==> src/rtl/cpu_clk_ctrl_pkg.sv <==
// Shared encodings for the CPU run-control block: run modes, FSM states, defaults.
package cpu_ctrl_pkg;

    localparam int CNT_W_DEF = 32;

    typedef enum logic [1:0] {
        MODE_HALT = 2'b00,
        MODE_FAST = 2'b01,
        MODE_SLOW = 2'b10,
        MODE_STEP = 2'b11
    } mode_e;

    typedef enum logic [2:0] {
        S_HALT  = 3'd0,
        S_RUN   = 3'd1,
        S_STEP  = 3'd2,
        S_LIMIT = 3'd3,
        S_BRK   = 3'd4
    } state_e;

    function automatic state_e mode_to_state(input logic [1:0] mode);
        case (mode_e'(mode))
            MODE_HALT: return S_HALT;
            MODE_STEP: return S_STEP;
            default:   return S_RUN;
        endcase
    endfunction

endpackage

==> src/rtl/cpu_clk_ctrl_btn_debounce.sv <==
// Step-button conditioning: 2-flop synchroniser, stability counter and a one-cycle
// pulse on each accepted rising edge of the debounced level.
module btn_debounce
    import cpu_ctrl_pkg::*;
#(
    parameter int DEB_CYCLES = 16
) (
    input  logic clk_i,
    input  logic rst_i,
    input  logic btn_i,
    output logic rise_o
);

    localparam int CW = (DEB_CYCLES > 1) ? $clog2(DEB_CYCLES) : 1;
    localparam logic [CW-1:0] CNT_TC = CW'(DEB_CYCLES - 1);

    logic          sync1_q, sync2_q;
    logic          level_q, level_d;
    logic          rise_q, rise_d;
    logic [CW-1:0] cnt_q, cnt_d;

    // The counter only runs while the synced input disagrees with the accepted level.
    always_comb begin
        cnt_d   = '0;
        level_d = level_q;
        rise_d  = 1'b0;
        if (sync2_q != level_q) begin
            if (cnt_q == CNT_TC) begin
                level_d = sync2_q;
                rise_d  = sync2_q;
            end else begin
                cnt_d = cnt_q + CW'(1);
            end
        end
    end

    always_ff @(posedge clk_i or posedge rst_i) begin
        if (rst_i) begin
            sync1_q <= 1'b0;
            sync2_q <= 1'b0;
            level_q <= 1'b0;
            rise_q  <= 1'b0;
            cnt_q   <= '0;
        end else begin
            sync1_q <= btn_i;
            sync2_q <= sync1_q;
            level_q <= level_d;
            rise_q  <= rise_d;
            cnt_q   <= cnt_d;
        end
    end

    assign rise_o = rise_q;

endmodule

==> src/rtl/cpu_clk_ctrl.sv <==
// CPU run control: turns the board clock into a one-cycle tick enable per run mode,
// counts ticks and stops at a cycle limit. Optional breakpoint: CLK_CTRL_BREAK_EN.
//
// state   | meaning
// S_HALT  | MODE=00, no ticks, HALTED=1
// S_RUN   | MODE=01/10, divider produces a tick every DIV cycles
// S_STEP  | MODE=11, one tick per debounced button press
// S_LIMIT | tick limit reached, waits for CLR_CNT or RST
// S_BRK   | PC matched breakpoint, halted until MODE change or step edge
module cpu_clk_ctrl
    import cpu_ctrl_pkg::*;
#(
    parameter int DIV_FAST   = 2,
    parameter int DIV_SLOW   = 25000000,
    parameter int MAX_CYCLES = 2048,
    parameter int DEB_CYCLES = 16,
    parameter int CNT_W      = CNT_W_DEF
) (
    input  logic             CLK,
    input  logic             RST,
    input  logic [1:0]       MODE,
    input  logic             STEP_BTN,
    input  logic             CLR_CNT,
`ifdef CLK_CTRL_BREAK_EN
    input  logic             BRK_VALID,
    input  logic [31:0]      BRK_PC,
    input  logic [31:0]      PC,
`endif
    output logic             CLK_EN,
    output logic [CNT_W-1:0] CYCLE_CNT,
    output logic             HALTED,
    output logic             LIMIT_HIT
);

    localparam logic [31:0]      FAST_TC = 32'(DIV_FAST - 1);
    localparam logic [31:0]      SLOW_TC = 32'(DIV_SLOW - 1);
    localparam logic [CNT_W-1:0] MAX_V   = CNT_W'(MAX_CYCLES);

    state_e           state_q, state_d;
    mode_e            mode_q;
    logic [31:0]      div_q, div_d, div_tc;
    logic [CNT_W-1:0] cnt_q, cnt_d;
    logic             limit_q, limit_d;
    logic             mode_chg;
    logic             step_rise;
    logic             hit_now;

    btn_debounce #(
        .DEB_CYCLES (DEB_CYCLES)
    ) u_btn_debounce (
        .clk_i  (CLK),
        .rst_i  (RST),
        .btn_i  (STEP_BTN),
        .rise_o (step_rise)
    );

`ifdef CLK_CTRL_BREAK_EN
    logic brk_match;
    assign brk_match = BRK_VALID && (PC == BRK_PC);
`endif

    assign mode_chg = (mode_e'(MODE) != mode_q);
    assign div_tc   = (mode_q == MODE_SLOW) ? SLOW_TC : FAST_TC;

    always_ff @(posedge CLK or posedge RST) begin
        if (RST) begin
            state_q <= S_HALT;
        end else begin
            state_q <= state_d;
        end
    end

    always_comb begin
        state_d = state_q;
        case (state_q)
            S_LIMIT: begin
                if (CLR_CNT) state_d = mode_to_state(MODE);
            end
`ifdef CLK_CTRL_BREAK_EN
            S_BRK: begin
                if (mode_chg || step_rise) state_d = mode_to_state(MODE);
            end
`endif
            default: state_d = mode_to_state(MODE);
        endcase
        if (hit_now) begin
            state_d = S_LIMIT;
        end
`ifdef CLK_CTRL_BREAK_EN
        else if (brk_match && (state_q == S_RUN || state_q == S_STEP)) begin
            state_d = S_BRK;
        end
`endif
    end

    // A MODE change or a clear in the same cycle swallows any due tick.
    always_comb begin
        CLK_EN = 1'b0;
        HALTED = 1'b1;
        case (state_q)
            S_RUN: begin
                HALTED = 1'b0;
                CLK_EN = (div_q == div_tc);
            end
            S_STEP: begin
                HALTED = 1'b0;
                CLK_EN = step_rise;
            end
`ifdef CLK_CTRL_BREAK_EN
            S_BRK: CLK_EN = step_rise;
`endif
            default: ;
        endcase
        if (mode_chg || CLR_CNT) CLK_EN = 1'b0;
    end

    assign hit_now = (MAX_CYCLES != 0) && CLK_EN && ((cnt_q + CNT_W'(1)) == MAX_V);

    always_comb begin
        if (state_q != S_RUN || mode_chg || div_q == div_tc) begin
            div_d = '0;
        end else begin
            div_d = div_q + 32'd1;
        end

        if (CLR_CNT) begin
            cnt_d = '0;
        end else if (CLK_EN) begin
            cnt_d = cnt_q + CNT_W'(1);
        end else begin
            cnt_d = cnt_q;
        end

        if (CLR_CNT) begin
            limit_d = 1'b0;
        end else begin
            limit_d = limit_q | hit_now;
        end
    end

    always_ff @(posedge CLK or posedge RST) begin
        if (RST) begin
            mode_q  <= MODE_HALT;
            div_q   <= '0;
            cnt_q   <= '0;
            limit_q <= 1'b0;
        end else begin
            mode_q  <= mode_e'(MODE);
            div_q   <= div_d;
            cnt_q   <= cnt_d;
            limit_q <= limit_d;
        end
    end

    assign CYCLE_CNT = cnt_q;
    assign LIMIT_HIT = limit_q;

endmodule

==> config.mk <==
export PLATFORM = sky130hd
export DESIGN_NAME = cpu_clk_ctrl
export DESIGN_NICKNAME = d
export VERILOG_FILES = /design/src/rtl/cpu_clk_ctrl_pkg.sv /design/src/rtl/cpu_clk_ctrl_btn_debounce.sv /design/src/rtl/cpu_clk_ctrl.sv
export SDC_FILE = /design/constraint.sdc
export NUM_CORES = 1
export LEC_CHECK = 0
export CAP_MARGIN = 20
export CORE_ASPECT_RATIO = 0.5
export CORE_UTILIZATION = 50
export CTS_CLUSTER_DIAMETER = 60
export CTS_CLUSTER_SIZE = 28
export DETAILED_ROUTE_END_ITERATION = 12
export PLACE_DENSITY = 0.71
export SYNTH_ARGS = -nofsm -noshare
export SYNTH_HDL_FRONTEND = slang
export SYNTH_HIERARCHICAL = 1
export SYNTH_SLANG_ARGS = --single-unit
export TNS_END_PERCENT = 100
==> constraint.sdc <==
create_clock -name CLK -period 6.09 [get_ports CLK]
set_input_delay 0.609 -clock CLK [delete_from_list [all_inputs] [get_ports CLK]]
set_output_delay 0.609 -clock CLK [all_outputs]
set_load 0.05 [all_outputs]
Word level (Yosys, flattened, before mapping)
Cells that the tools add are included.
Operators by class
  add/sub/neg operators: 3
  $mul: 0
  div/mod/pow operators: 0
  order comparisons: 0
  equal/unequal tests: 12
  shifts and indexed selects: 0
  muxes and demuxes: 16
  bitwise logic cells: 1
  reductions and logical operators: 8
Operators with widths (number)
  2-to-1 mux 32 bit: 3
  adder 32 x 1 -> 32 bit, second input constant: 2
  equality test 32 x 12 -> 1 bit, second input constant: 1
  equality test 32 x 25 -> 1 bit: 1
  2-to-1 mux 25 bit: 1
  2-to-1 mux 3 bit: 3
  2-to-1 mux 4 bit: 2
  equality test 3 x 2 -> 1 bit, second input constant: 2
  2-to-1 mux 1 bit: 5
  adder 4 x 1 -> 4 bit, second input constant: 1
  equality test 2 bit, second input constant: 2
  equality test 4 bit, second input constant: 1
  one-hot mux 2 bit (2 select lines): 1
  equality test 3 x 1 -> 1 bit, second input constant: 1
  logical OR 1 bit: 3
  != test 3 x 1 -> 1 bit, second input constant: 1
  != test 3 bit, second input constant: 1
  logical NOT 2 bit: 1
  != test 2 bit: 1
  one-hot mux 1 bit (2 select lines): 1
  AND reduction 2 bit: 1
  nonzero test 2 bit: 1
  OR reduction 2 bit: 1
  logical AND 1 bit: 1
  2 further kinds: 2
Storage, ports and cells
  flip-flop bits (word level): 78
  bits in latches: 0
  bits in writable memories: 0
  memory bits (read-only): 0
  bits of input ports: 6
  output and inout port bits: 35
  logic and storage cells: 50
  memories: 0

Logic depth before layout (Yosys ltp)
Gate-level depths: netlist of the first run.
  depth after elaboration: 8
  depth in mapped cells: 9
  gate-level depth less buffers: 8

Cells and area by module
The synthesis of the first run kept the hierarchy.
By module, submodules not included
  cpu_clk_ctrl: instances 1, cells an instance 471, area each 4129.0 um^2, sequential area each 1726.7 um^2
  btn_debounce: instances 1, cells an instance 21, area each 306.5 um^2, sequential area each 200.2 um^2

Worst setup path after synthesis of the first run
Ideal clock, no wire load.
  path type: register to register
  from: register cnt_q[0] (netlist: CYCLE_CNT[0])
  to: register limit_q (netlist: LIMIT_HIT)
  library setup time: 0.078 ns
  arrival: 3.173 ns
  data required time: 6.012 ns
  setup slack: 2.840 ns
  cell stages (with the launch flop): 10
  buffers on the path: 1
  period minus slack after synthesis: 3.250 ns
  cells stage by stage: dfrtp_1 > ha_1 > nand3_1 > or4_1 > clkbuf_1 > or4_1 > xnor2_1 > nor4_1 > nand4_1 > a21oi_1
Between the ends
  word-level cells in the longest chain between the ends: 5
Ends and longest elaborated chain
  start: declaration: line cpu_clk_ctrl.sv:42  | logic [CNT_W-1:0] cnt_q, cnt_d;
  start signal: assignment: line cpu_clk_ctrl.sv:150  | cnt_q <= cnt_d;
  adder 32 x 1 -> 32 bit: line cpu_clk_ctrl.sv:117  | assign hit_now = (MAX_CYCLES != 0) && CLK_EN && ((cnt_q + CNT_W'(1)) == MAX_V);
  equality test 32 x 12 -> 1 bit: line cpu_clk_ctrl.sv:117
  logical AND 1 bit: line cpu_clk_ctrl.sv:117
  OR 1 bit: line cpu_clk_ctrl.sv:137  | limit_d = limit_q | hit_now;
  2-to-1 mux 1 bit: line cpu_clk_ctrl.sv:134  | if (CLR_CNT) begin
  net limit_d: line cpu_clk_ctrl.sv:43  | logic limit_q, limit_d;
  end signal: assignment: line cpu_clk_ctrl.sv:151  | limit_q <= limit_d;
  end: declaration: line cpu_clk_ctrl.sv:43
The timed path passes the listed nets, and every way through them passes these cells.
A chain may end at the register's enable or synchronous reset.

Final worst setup path of the first run
  from: input MODE[1]
  to: output CLK_EN
Between the ends
  word-level cells in the longest chain between the ends: 3
Ends and longest elaborated chain
  start: declaration: line cpu_clk_ctrl.sv:21  | input logic [1:0] MODE,
  != test 2 bit: line cpu_clk_ctrl.sv:62  | assign mode_chg = (mode_e'(MODE) != mode_q);
  logical OR 1 bit: line cpu_clk_ctrl.sv:114  | if (mode_chg || CLR_CNT) CLK_EN = 1'b0;
  2-to-1 mux 1 bit: line cpu_clk_ctrl.sv:114
  end: declaration: line cpu_clk_ctrl.sv:29  | output logic CLK_EN,
No other way between the ends.

==> flow_summary.yaml, run 1 <==
run_status:
  outcome: "finished clean"
synth:
  yosysSeqAreaShare: 0.434
  synth_largest_area_cell: "dfrtp_1"
  synth_area_sq_um: 4440
  syn_inst: 492
  synth_cell_types: 51
  syn_nets: 506
  yosysWarnings: 6
  synth_seq_cells: 77
  ys.flop_type: "dfrtp_1"
  yosysTopAreaCellShare: 0.434
  async_flop_share: 1.00
  syn_area_per_cell_sq_um: 9.02
  synth_edf_count: 0
  synth_area_leaders: "dfrtp_1 43%, xnor2_1 10%, nor2_1 6.7%"
die:
  dieArea_sq_um: 9270
  die_y_um: 68.6
  die_w_um: 135
  start_util: 0.535
  row_count: 23
  io_pins: 41
  core_sq_um: 8290
worst_setup_path:
  cp_top_family: "buffers and inverters"
  required_ps: 5480
  crit_buf_inv: 4
  crit_path_frequent_cell: "clkdlybuf4s50_1"
  end_kind: "output port"
  cp_max_fo: 32
  timing.rr.end: "LIMIT_HIT$_DFF_PP0_"
  cp_cell_sequence: "clkdlybuf4s50_1 > xnor2_1 > nand3b_1 > buf_4 > nor3b_1 > a21oi_1 > inv_1 > clkdlybuf4s50_1"
  critPathKind: "in2out"
  r2r_slack_ps: 2810
  reg2reg_depth: 8
  slowest_stage: "clkdlybuf4s50_1"
  cp-endpoint: "CLK_EN"
  max_stage_delay_ps: 800
  crit_start: "MODE[1]"
  path_depth: 8
  start_kind: "primary input"
  r2r-start: "CYCLE_CNT[0]$_DFFE_PP0P_"
  crit_arrival_ps: 2880
timing:
  hold_ws_ps: 346
  max_freq_mhz: 287
  finClkSkew_ps: 8.39
  period_needed_ps: 3490
  slew_headroom: 0.415
  setup_ws_ps: 2600
  fin_crit_sh: 0.573
  hold_viol_final: 0
  fin_setup_tns_ps: 0
  tightest_slew_ps: 877
  setup_violations: 0
  grt_setup_unrepaired: "no"
  finalMaxSlewViolations: 0
layout:
  antenna_cells: 0
  syn2layout_area_growth_pct: 17.7
  regArea_sq_um: 1930
  multi_input_area_sq_um: 2370
  drive_gt1_frac: 0.0608
  num-nets-final: 535
  nFillCells: 706
routing:
  via_count: 3556
  drc: 0
  postRouteAntennaNets: 0
  first_pass_iters: 4
  drt_iter0_markers: 242
  viasPerCell: 5.57
  drt-total-wl_mm: 9.34
  post_drt_wl_per_cell_um: 14.6
power:
  combPwrFrac: 0.051
  p_int_uw: 865
  leakagePower_uw: 0.00198
  max-vdd-ir-drop_mv: 0.156
  power_density_nw_per_um2: 217
  swShare: 0.236
  p_clk_frac: 0.489
  power_uw: 1130
  p_seq_frac: 0.460
  switching_power_uw: 267
placed_design:
  gp_congestion: 0.814
  port-buffer-count: 40
  hpwl_mm: 6.29
  place_ws_ps: 2610
cts:
  cts_resized: 0
  cts_tree: "done"
  cts_root_buffer: "clkbuf_16"
  cts_setup_buffers: 0
  clock_sinks: 77
  clk_path_buf_depth: 2
  cts_buffers: 9
  ctsHoldBuffers: 0
  htree_levels: 3
  path_clk_slew_ps: 60
  clkLatencyLatePin_ps: 340
global_routing:
  grt_pass1_wl_mm: 15.7
  grt_pass1_vias: 3256
  grtUsageTotal: 0.220
  antenna_found_initial: 0
  grt_max_degree: 70
  grt_overflow_total: 0
min_path:
  min_path_cells: 0
  hp-class: "reg2reg"
job:
  drv_cap: 0
-- through the flow --
stage | std cells | area, sq um | utilization
2_1_floorplan | 492 | 4440 | -
3_3_place_gp | 622 | 4910 | 0.593
3_5_place_dp | 622 | 4910 | 0.593
4_1_cts | 638 | 5220 | 0.630
5_1_grt | 638 | 5220 | 0.630
6_report | 638 | 5220 | 0.630
-- cell usage after synthesis, types with 10 or more instances --
master	n
nor4_1	21
nor2_1	79
inv_1	10
clkbuf_1	23
nand2_1	43
nor3b_1	10
nand3_1	19
dfrtp_1	77
and3_1	11
xor2_1	24
xnor2_1	51
nor3_1	22
nand4_1	20
-- state kept, by name, summed over array words and instances, names as in the netlist --
register and flops:
CYCLE_CNT 32, LIMIT_HIT 1, u_btn_debounce/sync1_q 1, u_btn_debounce/cnt_q 4, mode_q 2, u_btn_debounce/sync2_q 1
u_btn_debounce/level_q 1, state_q 2, div_q 32, u_btn_debounce/rise_o 1
-- cell usage in the layout (no fill, tap or decap), types with 5 or more instances in the layout --
cell	count
dfrtp_1	77
or3_1	8
clkdlybuf4s50_1	40
nand4_1	20
inv_1	9
xnor2_1	51
clkbuf_16	9
nor3_1	22
a21oi_1	8
nor2_1	79
nor4_1	21
ha_1	8
nand3_1	19
and3_1	11
buf_4	5
nor3b_1	10
o21ai_0	8
xor2_1	24
nand2_1	43
-- area by class of cell --
class | instances | share of cell area
clock inverters | 6 | 0.0134
clock buffers | 10 | 0.0458
well taps | 112 | 0.0268
repair buffers | 45 | 0.0839
flip-flops and latches | 77 | 0.369
multi-input cells | 378 | 0.454
inverters | 10 | 0.00719
-- metal layers --
layer	up-vias	share of wire	track usage
li1	1774	-	-
met4	0	0.011	0.0787
met5	-	0	0
met2	80	0.45	0.348
met1	1692	0.49	0.299
met3	10	0.049	0.0504
-- power by group through the flow --
stage	sequential (uW)	combinational, uW	clock [uW]
floorplan	530	40.7	0
finish	521	57.9	554
global placement	530	58.8	0
detailed placement	530	59.4	0
global route	521	64.3	584
CTS	521	59.5	563
-- cell families (layout without fill, tap and decap cells) --
| group | count (synthesis) | in the layout | synth area share |
|---|---|---|---|
| multiplexers | 4 | 4 | 0.0102 |
| AO/OA/AOI/OAI | 34 | 34 | 0.0536 |
| XOR/XNOR | 75 | 75 | 0.148 |
| adder cells (fa/ha/maj) | 8 | 8 | 0.0226 |
| buffers and inverters | 37 | 71 | 0.0322 |
| AND/OR/NAND/NOR | 257 | 257 | 0.299 |
| flip-flops | 77 | 77 | 0.434 |
-- worst min path at each step --
stage / start / endpoint / slack, ps
6_report: u_btn_debounce/sync1_q$_DFF_PP0_ / u_btn_debounce/sync2_q$_DFF_PP0_ / 350
5_1_grt: u_btn_debounce/sync1_q$_DFF_PP0_ / u_btn_debounce/sync2_q$_DFF_PP0_ / 350
4_1_cts: u_btn_debounce/sync1_q$_DFF_PP0_ / u_btn_debounce/sync2_q$_DFF_PP0_ / 350
3_5_place_dp: u_btn_debounce/sync1_q$_DFF_PP0_ / u_btn_debounce/sync2_q$_DFF_PP0_ / 340
3_3_place_gp: u_btn_debounce/sync1_q$_DFF_PP0_ / u_btn_debounce/sync2_q$_DFF_PP0_ / 340
2_1_floorplan: u_btn_debounce/sync1_q$_DFF_PP0_ / u_btn_debounce/sync2_q$_DFF_PP0_ / 330
(Power assumes the default switching activity.)
==> run 2: changes to the inputs <==
==> constraint.sdc (replaced) <==
create_clock -name CLK -period 3.45 [get_ports CLK]
set_input_delay 0.345 -clock CLK [delete_from_list [all_inputs] [get_ports CLK]]
set_output_delay 0.345 -clock CLK [all_outputs]
set_load 0.05 [all_outputs]
==> flow_summary.yaml, run 2 (synthesis gave the netlist of run 1 again) <==
global_routing:
  grt_pass1_vias: 3308
  grt_max_degree: 44
  grt_overflow_total: 0
  antenna_found_initial: 0
  grtUsageTotal: 0.232
  grt_pass1_wl_mm: 16.5
timing:
  tightest_slew_ps: 603
  fin_setup_tns_ps: 0
  hold_viol_final: 0
  grt_setup_unrepaired: "no"
  slew_headroom: 0.598
  max_freq_mhz: 332
  period_needed_ps: 3010
  fin_crit_sh: 0.873
  setup_violations: 0
  finalMaxSlewViolations: 0
  finClkSkew_ps: 6.54
worst_setup_path:
  start_kind: "register"
  crit_path_frequent_cell: "or4_1"
  timing.rr.end: "LIMIT_HIT$_DFF_PP0_"
  r2r_slack_ps: 440
  crit_arrival_ps: 3280
  reg2reg_depth: 8
  slowest_stage: "or4_1"
  critPathKind: "reg2reg"
  max_stage_delay_ps: 670
  required_ps: 3710
  r2r-start: "CYCLE_CNT[0]$_DFFE_PP0P_"
  cp_max_fo: 7
  end_kind: "register"
  crit_start: "CYCLE_CNT[0]$_DFFE_PP0P_"
  cp_cell_sequence: "ha_1 > nand3_1 > or4_1 > or4_1 > xnor2_1 > nor4_1 > nand4_1 > a21oi_1"
power:
  swShare: 0.234
  power_density_nw_per_um2: 379
  leakagePower_uw: 0.00199
  max-vdd-ir-drop_mv: 0.291
  p_clk_frac: 0.486
  combPwrFrac: 0.053
  switching_power_uw: 466
  p_seq_frac: 0.461
  p_int_uw: 1530
layout:
  nFillCells: 685
  drive_gt1_frac: 0.0663
  post-route-util: 0.635
  antenna_cells: 0
  final_common_cell: "nor2_1"
  num-nets-final: 537
  syn2layout_area_growth_pct: 18.6
  most-common-layout-cells: "79 x nor2_1, 77 x dfrtp_1, 51 x xnor2_1, 43 x nand2_1, 39 x clkdlybuf4s50_1"
die:
  start_util: 0.535
  row_count: 23
  io_pins: 41
  dieArea_sq_um: 9270
  die_w_um: 135
  core_sq_um: 8290
  die_y_um: 68.6
routing:
  post_drt_wl_per_cell_um: 15.4
  viasPerCell: 5.69
  via_count: 3643
  postRouteAntennaNets: 0
  drc: 0
  drt-total-wl_mm: 9.88
  drt_iter0_markers: 299
  first_pass_iters: 5
cts:
  cts_root_buffer: "clkbuf_16"
  cts_buffers: 9
  path_clk_slew_ps: 60
  clock_sinks: 77
  clk_path_buf_depth: 2
  htree_levels: 3
  cts_tree: "done"
  cts_resized: 0
  ctsHoldBuffers: 0
  cts_setup_buffers: 0
  clkLatencyLatePin_ps: 340
placed_design:
  port-buffer-count: 40
  gp_congestion: 0.859
  hpwl_mm: 6.75
job:
  drv_cap: 0
run_status:
  outcome: "finished clean"
min_path:
  hp-class: "in2async"
run 2: worst max-delay path, delay by kind of cell, from the launching register on:
family / cells / cell delay (ps)
AO/OA/AOI/OAI: 1 / 170
XOR/XNOR: 1 / 150
flip-flops: 1 / 460
adder cells (fa/ha/maj): 1 / 300
AND/OR/NAND/NOR: 5 / 1860
run 2: area by class of cell:
type / instances / area (sq um) / area share
Clock buffer: 10 / 239 / 0.0454
Clock inverter: 6 / 71.3 / 0.0136
Inverter: 10 / 37.5 / 0.00714
Multi-Input combinational cell: 378 / 2370 / 0.451
Sequential cell: 77 / 1930 / 0.366
Tap cell: 112 / 140 / 0.0266
Timing Repair Buffer: 47 / 475 / 0.0904
run 2: how the worst max path moves through the flow:
stage	depth (start not counted)	slack [ps]	to
after CTS	8	440	LIMIT_HIT$_DFF_PP0_
after floorplan	9	200	LIMIT_HIT$_DFF_PP0_
after global routing	8	130	LIMIT_HIT$_DFF_PP0_
after global placement	8	570	LIMIT_HIT$_DFF_PP0_
final	8	440	LIMIT_HIT$_DFF_PP0_
after detailed placement	8	470	LIMIT_HIT$_DFF_PP0_
run 2: through the flow:
step | instance area [sq um] | worst slack [ps] | hold slack, ps | cells | total power (uW)
floorplan | 4440 | 200 | 161 | 492 | 1010
global placement | 4950 | 573 | 334 | 624 | 1040
detailed placement | 4950 | 474 | 341 | 624 | 1040
CTS | 5260 | 440 | 292 | 640 | 2020
global route | 5260 | 126 | 319 | 640 | 2060
finish | 5260 | 438 | 301 | 640 | 1990
run 2: layer usage:
layer  share of wire  global-route usage  vias to the layer above  wire length [um]
met3           0.061              0.0621                        8               601
met4           0.012              0.0758                        0               115
li1                -                   -                     1774                 -
met5               0                   0                        -                 0
met2            0.45               0.369                      105              4430
met1            0.48               0.311                     1756              4730
run 2: power groups by stage:
stage	Clock, uW	Sequential (uW)	Combinational, uW
finish	968	920	106
global placement	0	936	106
floorplan	0	935	71.9
detailed placement	0	936	107
CTS	996	920	108
global route	1020	921	119
